### config.mk
export PLATFORM = sky130hd
export DESIGN_NAME = bias_scheduler_flat
export DESIGN_NICKNAME = d
export VERILOG_FILES = /design/src/rtl/tc_bias_pkg.sv /design/src/rtl/bias_scheduler_if.sv /design/src/rtl/bias_col_tracker.sv /design/src/rtl/bias_scheduler.sv /design/src/flat_wrapper.sv
export SDC_FILE = /design/constraint.sdc
export NUM_CORES = 1
export LEC_CHECK = 0
export CORE_MARGIN = 3
export CORE_UTILIZATION = 51
export DETAILED_ROUTE_END_ITERATION = 8
export GPL_ROUTABILITY_DRIVEN = 0
export PLACE_DENSITY_LB_ADDON = 0.25
export SYNTH_ARGS = -nofsm -noshare
export SYNTH_HDL_FRONTEND = slang
export SYNTH_SLANG_ARGS = --single-unit
### constraint.sdc
create_clock -name clk -period 3.6 [get_ports clk]
set_input_delay 0.9 -clock clk [delete_from_list [all_inputs] [get_ports clk]]
set_output_delay 0.9 -clock clk [all_outputs]
set_load 0.01 [all_outputs]
### src/rtl/tc_bias_pkg.sv
// Shared types and default widths for the bias scheduler.
package tc_bias_pkg;

  localparam int DEF_DATA_W = 32;
  localparam int DEF_ADDR_W = 8;

  // Loader sequencing: wait for a request, stream reads, land the last word.
  typedef enum logic [1:0] {
    ST_IDLE  = 2'd0,
    ST_FETCH = 2'd1,
    ST_DRAIN = 2'd2
  } load_state_e;

endpackage

### src/rtl/bias_scheduler_if.sv
// Configuration handshake and bias SRAM read port of the bias scheduler.
interface bias_scheduler_if
  import tc_bias_pkg::*;
#(
  parameter int ADDR_W = DEF_ADDR_W,
  parameter int DATA_W = DEF_DATA_W,
  parameter int ROW_W  = 8
);
  logic              cfg_start;
  logic [ADDR_W-1:0] cfg_base_addr;
  logic [ROW_W-1:0]  cfg_rows;
  logic              cfg_ready;
  logic              mem_rd_en;
  logic [ADDR_W-1:0] mem_rd_addr;
  logic [DATA_W-1:0] mem_rd_data;

  // Scheduler side: takes config requests, issues SRAM reads.
  modport slave (
    input  cfg_start, cfg_base_addr, cfg_rows, mem_rd_data,
    output cfg_ready, mem_rd_en, mem_rd_addr
  );

  // Controller / SRAM side.
  modport master (
    output cfg_start, cfg_base_addr, cfg_rows, mem_rd_data,
    input  cfg_ready, mem_rd_en, mem_rd_addr
  );
endinterface

### src/rtl/bias_col_tracker.sv
// Per-column row counter: follows the column's own systolic valid and
// flips that lane to the other bank right after the tile's last row.
module bias_col_tracker #(
  parameter int ROW_W = 8
) (
  input  logic             clk,
  input  logic             rst,
  input  logic             valid_i,
  input  logic [ROW_W-1:0] rows0_i,
  input  logic [ROW_W-1:0] rows1_i,
  input  logic [1:0]       bank_full_i,
  output logic             rd_ptr_o,
  output logic             wrap_o,
  output logic             underrun_o
);

  logic [ROW_W-1:0] row_cnt_q, row_cnt_d;
  logic [ROW_W-1:0] rows_sel;
  logic             rd_ptr_q, rd_ptr_d;
  logic             last_row;

  // Row count and bank pointer registers.
  always_ff @(posedge clk or negedge rst) begin
    if (!rst) begin
      row_cnt_q <= '0;
      rd_ptr_q  <= 1'b0;
    end else begin
      row_cnt_q <= row_cnt_d;
      rd_ptr_q  <= rd_ptr_d;
    end
  end

  // Advance on valid; wrap and swap banks on the last row of the tile.
  always_comb begin
    rows_sel   = rd_ptr_q ? rows1_i : rows0_i;
    last_row   = (row_cnt_q == rows_sel - ROW_W'(1));
    row_cnt_d  = row_cnt_q;
    rd_ptr_d   = rd_ptr_q;
    wrap_o     = 1'b0;
    underrun_o = 1'b0;
    if (valid_i) begin
      // Counting continues on an empty bank; the flag only reports it.
      underrun_o = !bank_full_i[rd_ptr_q];
      if (last_row) begin
        row_cnt_d = '0;
        rd_ptr_d  = !rd_ptr_q;
        wrap_o    = 1'b1;
      end else begin
        row_cnt_d = row_cnt_q + ROW_W'(1);
      end
    end
  end

  assign rd_ptr_o = rd_ptr_q;

endmodule

### src/rtl/bias_scheduler.sv
// Double-buffered bias bank: loads per-column bias words from SRAM into the
// idle bank while the lanes consume the other, each lane switching on its own
// skewed row count.
module bias_scheduler
  import tc_bias_pkg::*;
#(
  parameter int COLS   = 4,
  parameter int DATA_W = DEF_DATA_W,
  parameter int ADDR_W = DEF_ADDR_W,
  parameter int ROW_W  = 8
) (
  input  logic                   clk,
  input  logic                   rst,
  bias_scheduler_if.slave        bus,
  input  logic [COLS-1:0]        sys_valid_in,
  output logic [COLS*DATA_W-1:0] bias_scalar_out,
  output logic [1:0]             bank_full,
  output logic                   err_underrun
);

  localparam int IDX_W = (COLS > 1) ? $clog2(COLS) : 1;

  load_state_e       state_q, state_d;
  logic [IDX_W-1:0]  idx_q, idx_d;
  logic [ADDR_W-1:0] base_q, base_d;
  logic              fill_ptr_q;
  logic [ROW_W-1:0]  rows_q [2];
  logic [1:0]        bank_full_q, bank_full_d;
  logic [DATA_W-1:0] bank_q [2][COLS];
  logic              wr_pend_q;
  logic [IDX_W-1:0]  wr_idx_q;
  logic              err_q;

  logic              rd_en, cfg_ready, load_accept, load_done;
  logic [ADDR_W-1:0] rd_addr;
  logic [COLS-1:0]   rd_ptr, col_wrap, col_underrun;

  // Loader state register.
  always_ff @(posedge clk or negedge rst) begin
    if (!rst) begin
      state_q <= ST_IDLE;
      idx_q   <= '0;
      base_q  <= '0;
    end else begin
      state_q <= state_d;
      idx_q   <= idx_d;
      base_q  <= base_d;
    end
  end

  // Loader next-state and read strobes.
  always_comb begin
    state_d     = state_q;
    idx_d       = idx_q;
    base_d      = base_q;
    rd_en       = 1'b0;
    rd_addr     = '0;
    cfg_ready   = 1'b0;
    load_accept = 1'b0;
    load_done   = 1'b0;
    case (state_q)
      ST_IDLE: begin
        cfg_ready = !bank_full_q[fill_ptr_q];
        if (bus.cfg_start && cfg_ready) begin
          base_d      = bus.cfg_base_addr;
          idx_d       = '0;
          load_accept = 1'b1;
          state_d     = ST_FETCH;
        end
      end
      ST_FETCH: begin
        rd_en   = 1'b1;
        rd_addr = base_q + ADDR_W'(idx_q);
        if (idx_q == IDX_W'(COLS - 1)) state_d = ST_DRAIN;
        else                           idx_d   = idx_q + IDX_W'(1);
      end
      ST_DRAIN: begin
        load_done = 1'b1;
        state_d   = ST_IDLE;
      end
      default: state_d = ST_IDLE;
    endcase
  end

  // Fill pointer, tile row counts, and write-back of returning SRAM data.
  always_ff @(posedge clk or negedge rst) begin
    if (!rst) begin
      fill_ptr_q <= 1'b0;
      rows_q[0]  <= ROW_W'(1);
      rows_q[1]  <= ROW_W'(1);
      wr_pend_q  <= 1'b0;
      wr_idx_q   <= '0;
      for (int b = 0; b < 2; b++)
        for (int c = 0; c < COLS; c++)
          bank_q[b][c] <= '0;
    end else begin
      wr_pend_q <= rd_en;
      wr_idx_q  <= idx_q;
      if (load_accept)
        rows_q[fill_ptr_q] <= (bus.cfg_rows == '0) ? ROW_W'(1) : bus.cfg_rows;
      if (wr_pend_q)
        bank_q[fill_ptr_q][wr_idx_q] <= bus.mem_rd_data;
      if (load_done)
        fill_ptr_q <= !fill_ptr_q;
    end
  end

  // Last column finishing a bank frees it; a completed load marks its bank.
  always_comb begin
    bank_full_d = bank_full_q;
    if (col_wrap[COLS-1]) bank_full_d[rd_ptr[COLS-1]] = 1'b0;
    if (load_done)        bank_full_d[fill_ptr_q]     = 1'b1;
  end

  // Bank occupancy and sticky underrun flag.
  always_ff @(posedge clk or negedge rst) begin
    if (!rst) begin
      bank_full_q <= '0;
      err_q       <= 1'b0;
    end else begin
      bank_full_q <= bank_full_d;
      err_q       <= err_q | (|col_underrun);
    end
  end

  for (genvar c = 0; c < COLS; c++) begin : g_col
    bias_col_tracker #(.ROW_W(ROW_W)) u_trk (
      .clk         (clk),
      .rst         (rst),
      .valid_i     (sys_valid_in[c]),
      .rows0_i     (rows_q[0]),
      .rows1_i     (rows_q[1]),
      .bank_full_i (bank_full_q),
      .rd_ptr_o    (rd_ptr[c]),
      .wrap_o      (col_wrap[c]),
      .underrun_o  (col_underrun[c])
    );
  end

  // Each lane reads its own bank straight from the registers.
  always_comb begin
    bias_scalar_out = '0;
    for (int c = 0; c < COLS; c++)
      bias_scalar_out[c*DATA_W +: DATA_W] = bank_q[rd_ptr[c]][c];
  end

  assign bus.cfg_ready   = cfg_ready;
  assign bus.mem_rd_en   = rd_en;
  assign bus.mem_rd_addr = rd_addr;
  assign bank_full       = bank_full_q;
  assign err_underrun    = err_q;

endmodule

### src/flat_wrapper.sv
// flat-port wrapper written by rule: the top's interface ports become plain ports
module bias_scheduler_flat import tc_bias_pkg::*;
#(
  parameter int COLS   = 4,
  parameter int DATA_W = DEF_DATA_W,
  parameter int ADDR_W = DEF_ADDR_W,
  parameter int ROW_W  = 8
)
  (clk, rst, sys_valid_in, bias_scalar_out, bank_full, err_underrun, bus_cfg_start, bus_cfg_base_addr, bus_cfg_rows, bus_mem_rd_data, bus_cfg_ready, bus_mem_rd_en, bus_mem_rd_addr);
  bias_scheduler_if #(.ADDR_W(ADDR_W), .DATA_W(DATA_W), .ROW_W(ROW_W)) bus_i ();
  input  logic clk;
  input  logic rst;
  input  logic [COLS-1:0] sys_valid_in;
  output logic [COLS*DATA_W-1:0] bias_scalar_out;
  output logic [1:0] bank_full;
  output logic err_underrun;
  input wire logic [$bits(bus_i.cfg_start)-1:0] bus_cfg_start;
  input wire logic [$bits(bus_i.cfg_base_addr)-1:0] bus_cfg_base_addr;
  input wire logic [$bits(bus_i.cfg_rows)-1:0] bus_cfg_rows;
  input wire logic [$bits(bus_i.mem_rd_data)-1:0] bus_mem_rd_data;
  output wire logic [$bits(bus_i.cfg_ready)-1:0] bus_cfg_ready;
  output wire logic [$bits(bus_i.mem_rd_en)-1:0] bus_mem_rd_en;
  output wire logic [$bits(bus_i.mem_rd_addr)-1:0] bus_mem_rd_addr;
  assign bus_i.cfg_start = bus_cfg_start;
  assign bus_i.cfg_base_addr = bus_cfg_base_addr;
  assign bus_i.cfg_rows = bus_cfg_rows;
  assign bus_i.mem_rd_data = bus_mem_rd_data;
  assign bus_cfg_ready = bus_i.cfg_ready;
  assign bus_mem_rd_en = bus_i.mem_rd_en;
  assign bus_mem_rd_addr = bus_i.mem_rd_addr;
  bias_scheduler #(.COLS(COLS), .DATA_W(DATA_W), .ADDR_W(ADDR_W), .ROW_W(ROW_W)) u_core (.clk(clk), .rst(rst), .bus(bus_i), .sys_valid_in(sys_valid_in), .bias_scalar_out(bias_scalar_out), .bank_full(bank_full), .err_underrun(err_underrun));
endmodule
; ---- After elaboration in Yosys (flattened, before gate mapping)
; Index checks and enable logic that the tools add are counted.
[classes]
n_addsub = 10
n_eq_ne = 10
magnitude_cmp = 15
muxes = 63
n_bitwise = 10
n_reduce_logical = 26
multipliers = 0
shifts = 0
div_mod_pow = 0
[op_table]
columns = op, count
row1 = 2-to-1 mux 128 bit, 4
row2 = 2-to-1 mux 96 bit, 3
row3 = bitwise mux 256 bit, 1
row4 = 2-to-1 mux 64 bit, 3
row5 = demux 128 bit (select 1 bit), 1
row6 = 2-to-1 mux 32 bit, 4
row7 = 2-to-1 mux 8 bit, 11
row8 = demux 32 bit (select 2 bit), 1
row9 = "adder 8 x 1 -> 8 bit, second input constant", 4
row10 = == test 8 bit, 4
row11 = "subtractor 8 x 1 -> 8 bit, second input constant", 4
row12 = 2-to-1 mux 1 bit, 23
row13 = bitwise mux 16 bit, 1
row14 = 2-to-1 mux 2 bit, 6
row15 = AND reduction 2 bit, 6
row16 = ">= comparator 2 bit, second input constant", 5
row17 = logical NOT 1 bit, 10
row18 = "< comparator 1 x 2 -> 1 bit, second input constant", 5
row19 = inverter 1 -> 2 bit, 5
row20 = adder 8 x 2 -> 8 bit, 1
row21 = demux 8 bit (select 1 bit), 1
row22 = logical NOT 8 bit, 1
row23 = one-hot mux 2 bit (2 select lines), 2
row24 = logical AND 1 bit, 5
row25 = other kinds (19), 23
[totals]
romBits = 0
ramBits = 0
word_cells = 160
in_bits = 55
latchBits = 0
memories = 0
reg_bits = 327

; ---- Longest topological paths before layout
[logic_depth]
ltp_word = 9
ltp_mapped = 12

; ---- Modules after synthesis
; Synthesis repeated with hierarchy kept, for this count alone.
[hier_totals]
cells_unflattened = 1177
hier_area_um2 = 16064.2
[modules_own_cells]
columns = mod, n_inst, cells_each, seq_area_each_um2, area_per_inst_um2
row1 = bias_scheduler, 1, 817, 7284.5, 12766.0
row2 = bias_col_tracker, 4, 90, 225.2, 824.5

; ---- Least setup slack after synthesis
; OpenSTA, ideal clock, no wires.
[synth_path]
kind = register to register
start = reg u_core.g_col[0].u_trk.rd_ptr_q
end = reg u_core.g_col[0].u_trk.row_cnt_q[0]
t_required_ps = 3463
path_stages_with_launch = 12
setup_slack_ps = 99
arrival_ps = 3363
setup_ps = 137
cell_sequence = dfrtp_1 > buf_2 > buf_1 > buf_1 > buf_1 > mux2i_1 > ha_1 > o21ai_0 > or4b_2 > and3_1 > nor4_4 > o21ai_0
[synth_between]
elab_chain_len = 4
[synth_rtl]
columns = element, line
row1 = from (decl), bias_col_tracker.sv:19  ; logic rd_ptr_q, rd_ptr_d;
row2 = from (signal assigned), bias_col_tracker.sv:29  ; rd_ptr_q <= rd_ptr_d;
row3 = 2-to-1 mux 8 bit, bias_col_tracker.sv:35  ; rows_sel = rd_ptr_q ? rows1_i : rows0_i;
row4 = subtractor 8 x 1 -> 8 bit, bias_col_tracker.sv:36  ; last_row = (row_cnt_q == rows_sel - ROW_W'(1));
row5 = == test 8 bit, bias_col_tracker.sv:36
row6 = 2-to-1 mux 8 bit, bias_col_tracker.sv:44  ; if (last_row) begin
row7 = to (signal assigned), bias_col_tracker.sv:28  ; row_cnt_q <= row_cnt_d;
row8 = to (decl), bias_col_tracker.sv:17  ; logic [ROW_W-1:0] row_cnt_q, row_cnt_d;
; Every way passes these cells.
; A chain may end at the register's enable or synchronous reset.

; ---- Final worst setup path
[layout_path]
start = reg u_core.idx_q[1]
end = out bus_mem_rd_addr[5]
[layout_between]
elab_chain_len = 2
[layout_rtl]
columns = element, line
row1 = from (decl), bias_scheduler.sv:24  ; logic [IDX_W-1:0] idx_q, idx_d;
row2 = from (signal assigned), bias_scheduler.sv:46  ; idx_q <= idx_d;
row3 = adder 8 x 2 -> 8 bit, bias_scheduler.sv:73  ; rd_addr = base_q + ADDR_W'(idx_q);
row4 = 2-to-1 mux 8 bit, bias_scheduler.sv:61  ; case (state_q)
row5 = to (decl), flat_wrapper.sv:23  ; output wire logic [$bits(bus_i.mem_rd_addr)-1:0] bus_mem_rd_addr;
; Every way passes these cells.

==> reports/results.txt <==
status: finished clean
Starting Density: 0.525
most common cell after layout, fill and taps aside: mux2_2
minimum clock period: 3.39 ns
clock root cell: clkbuf_16
Final Hold Vio Count: 0
overall routed net length: 37.6 mm
Die Height: 182 um
Synth Area per Inst: 13.2 um^2
Async SR Flop Fraction: 1.00
Fin Setup TNS: 0 ns
cell leakage power: 0.00813 uW
Slew headroom: 0.443
power density cells: 487 nW/um^2
CP cell instances: ha_1, a21o_1, nand2_1, or3_1, a21oi_1, clkdlybuf4s50_1
initial antenna violation count: 0
Filler cells: 2263
WP buf/inv: 1
Max-Cap Viols: 0
Crit path max-delay family: buffers and inverters
Seq cells post-synth: 327
reg-to-reg setup timing slack: 0.78 ns
warnings from Yosys: 0
DR WL/cell: 20.9 um
Synthesized Nets: 1260
DP HPWL: 25.4 mm
unrepaired setup endpoints after global routing: false
Layout Area Growth over Synthesis: 23.4%
DR pass1 iterations: 5
WP data required: 2.70 ns
final antenna-violating net count: 0
TritonCTS clock tree: built
Slowest-stage cell, CP: clkdlybuf4s50_1
critical path fanouts, max: 5
Pins Over Slew Limit: 0
CTS max path bufs: 3
grt ovf: 0
CTS Buf Count: 36
top post-synthesis cells by area: dfrtp_1 (52%), mux2_2 (29%), xnor2_1 (2.3%)
skew final: 0.0187 ns
slowest cell delay on critical path: 0.56 ns
register area share after synthesis: 0.519
Post-Synthesis Cells: 1193
Top FF cell, synth: dfrtp_1
FP Rows: 63
vias in the first global route: 10800
Top-Level Pins: 196
CP arrival: 2.49 ns
Total Power: 9480 uW
Yosys cell types: 62
WS Path Type: flop to output port
Final nets: 1453
endpoints failing setup: 0
period utilization: 0.943
Synth area leader: dfrtp_1
crit end category: output port
Core Area: 30000 um^2
commonest non-fill, non-tap cells in the layout: mux2_2 (408), dfrtp_1 (321), clkdlybuf4s50_1 (194)
H-tree levels: 2
clock latency on the worst-skew pair: 0.51 ns
All-Layer GR Usage: 0.228
Reg clk slew, reported paths: 0.06 ns
pin count of the biggest net entering global routing: 85
antenna cells: 0
crit path launch type: flop
first-pass GRT wire length: 61.0 mm
CTS Hold Bufs: 0
layout cells sized above 1: 0.366
Max Fclk: 295 MHz
Vias: 10300
cts repair resizes: 0
worst min path class: primary input to async pin
Post-synth EDFFs: 0
TritonCTS Sinks: 327
VDD IR max: 0.000318 V
DIE WIDTH: 182 um
DRC: 0
IO buf count: 195
Slew @ Worst Pin: 0.832 ns
Post-CTS Setup Bufs: 0
Post-Syn Area: 15800 um^2
initial drt markers: 597
hold slack: 0.340 ns
die area: 33100 um^2
Via-to-Cell Ratio: 5.70
Synth top area share: 0.516
cells by family (layout without fill, tap and decap cells):
family,Yosys count,in the layout,synth area share
multiplexers,439,439,0.311
adder cells (fa/ha/maj),12,12,0.0100
AND/OR/NAND/NOR,181,181,0.0650
XOR/XNOR,69,69,0.0383
flip-flops,327,327,0.519
AO/OA/AOI/OAI,82,82,0.0355
buffers and inverters,83,303,0.0211
registers in the layout, indices dropped and copies added (netlist names):
register / count
u_core.bank_full: 2
u_core.bank_q: 256
u_core.base_q: 8
u_core.err_underrun: 1
u_core.fill_ptr_q: 1
u_core.g_col.u_trk.rd_ptr_o: 4
u_core.g_col.u_trk.row_cnt_q: 32
u_core.idx_q: 2
u_core.rows_q: 16
u_core.state_q: 2
u_core.wr_idx_q: 2
u_core.wr_pend_q: 1
metrics by stage:
| stage | utilization | worst slack, ns | std cells | area, um^2 |
|---|---|---|---|---|
| 4_1_cts | 0.648 | 0.176 | 1803 | 19500 |
| 5_1_grt | 0.648 | 0.0652 | 1803 | 19500 |
| 3_5_place_dp | 0.608 | 0.728 | 1738 | 18300 |
| 6_report | 0.648 | 0.206 | 1803 | 19500 |
| 2_1_floorplan | - | 0.0992 | 1193 | 15800 |
| 3_3_place_gp | 0.608 | 0.775 | 1738 | 18300 |
layer usage:
metal	GRT usage	vias up	routed length, um
met5	0	-	0
met4	0.0454	0	602
met3	0.0417	47	2100
met2	0.371	244	17900
met1	0.323	5290	17000
li1	-	4704	-
final cells by class:
cell class,count,area (um^2),share of cell area
clock buffer,53,1020,0.0527
clock inverter,12,184,0.00945
inverter,14,52.6,0.00270
multi-input combinational,783,7270,0.374
sequential,327,8190,0.421
tap,390,488,0.0251
timing repair buffer,224,2250,0.116
where the power goes:
part / switching [uW] / leakage [uW] / internal [uW] / total (uW)
Combinational: 695 / 0.00360 / 884 / 1580
Clock: 1460 / 0.000584 / 2270 / 3730
Sequential: 270 / 0.00395 / 3900 / 4170
synthesized netlist by cell type (10+ instances only):
cell type,number
a21oi_1,17
and3_1,11
buf_1,12
clkbuf_1,47
dfrtp_1,325
ha_1,11
inv_1,14
mux2_2,408
mux2i_1,31
nand2_1,23
nand3_1,20
nand4_1,10
nor2_1,38
nor3_1,30
o21ai_0,23
xnor2_1,42
xor2_1,27
path summary, 6_finish.rpt:
path                                           startpoint                                 end  cells past startpoint
min reg2reg                               u_core.idx_q[0]                  u_core.wr_idx_q[0]                      0
max                                       u_core.idx_q[1]                  bus_mem_rd_addr[5]                      6
min in group clk                          u_core.idx_q[0]                  u_core.wr_idx_q[0]                      0
max in group asynchronous                             rst                  u_core.bank_q[252]                      2
min                                                   rst  u_core.g_col[0].u_trk.row_cnt_q[2]                      1
max reg2reg                u_core.g_col[1].u_trk.rd_ptr_o      u_core.g_col[1].u_trk.rd_ptr_o                      6
Power figures use the tool's default switching activity.
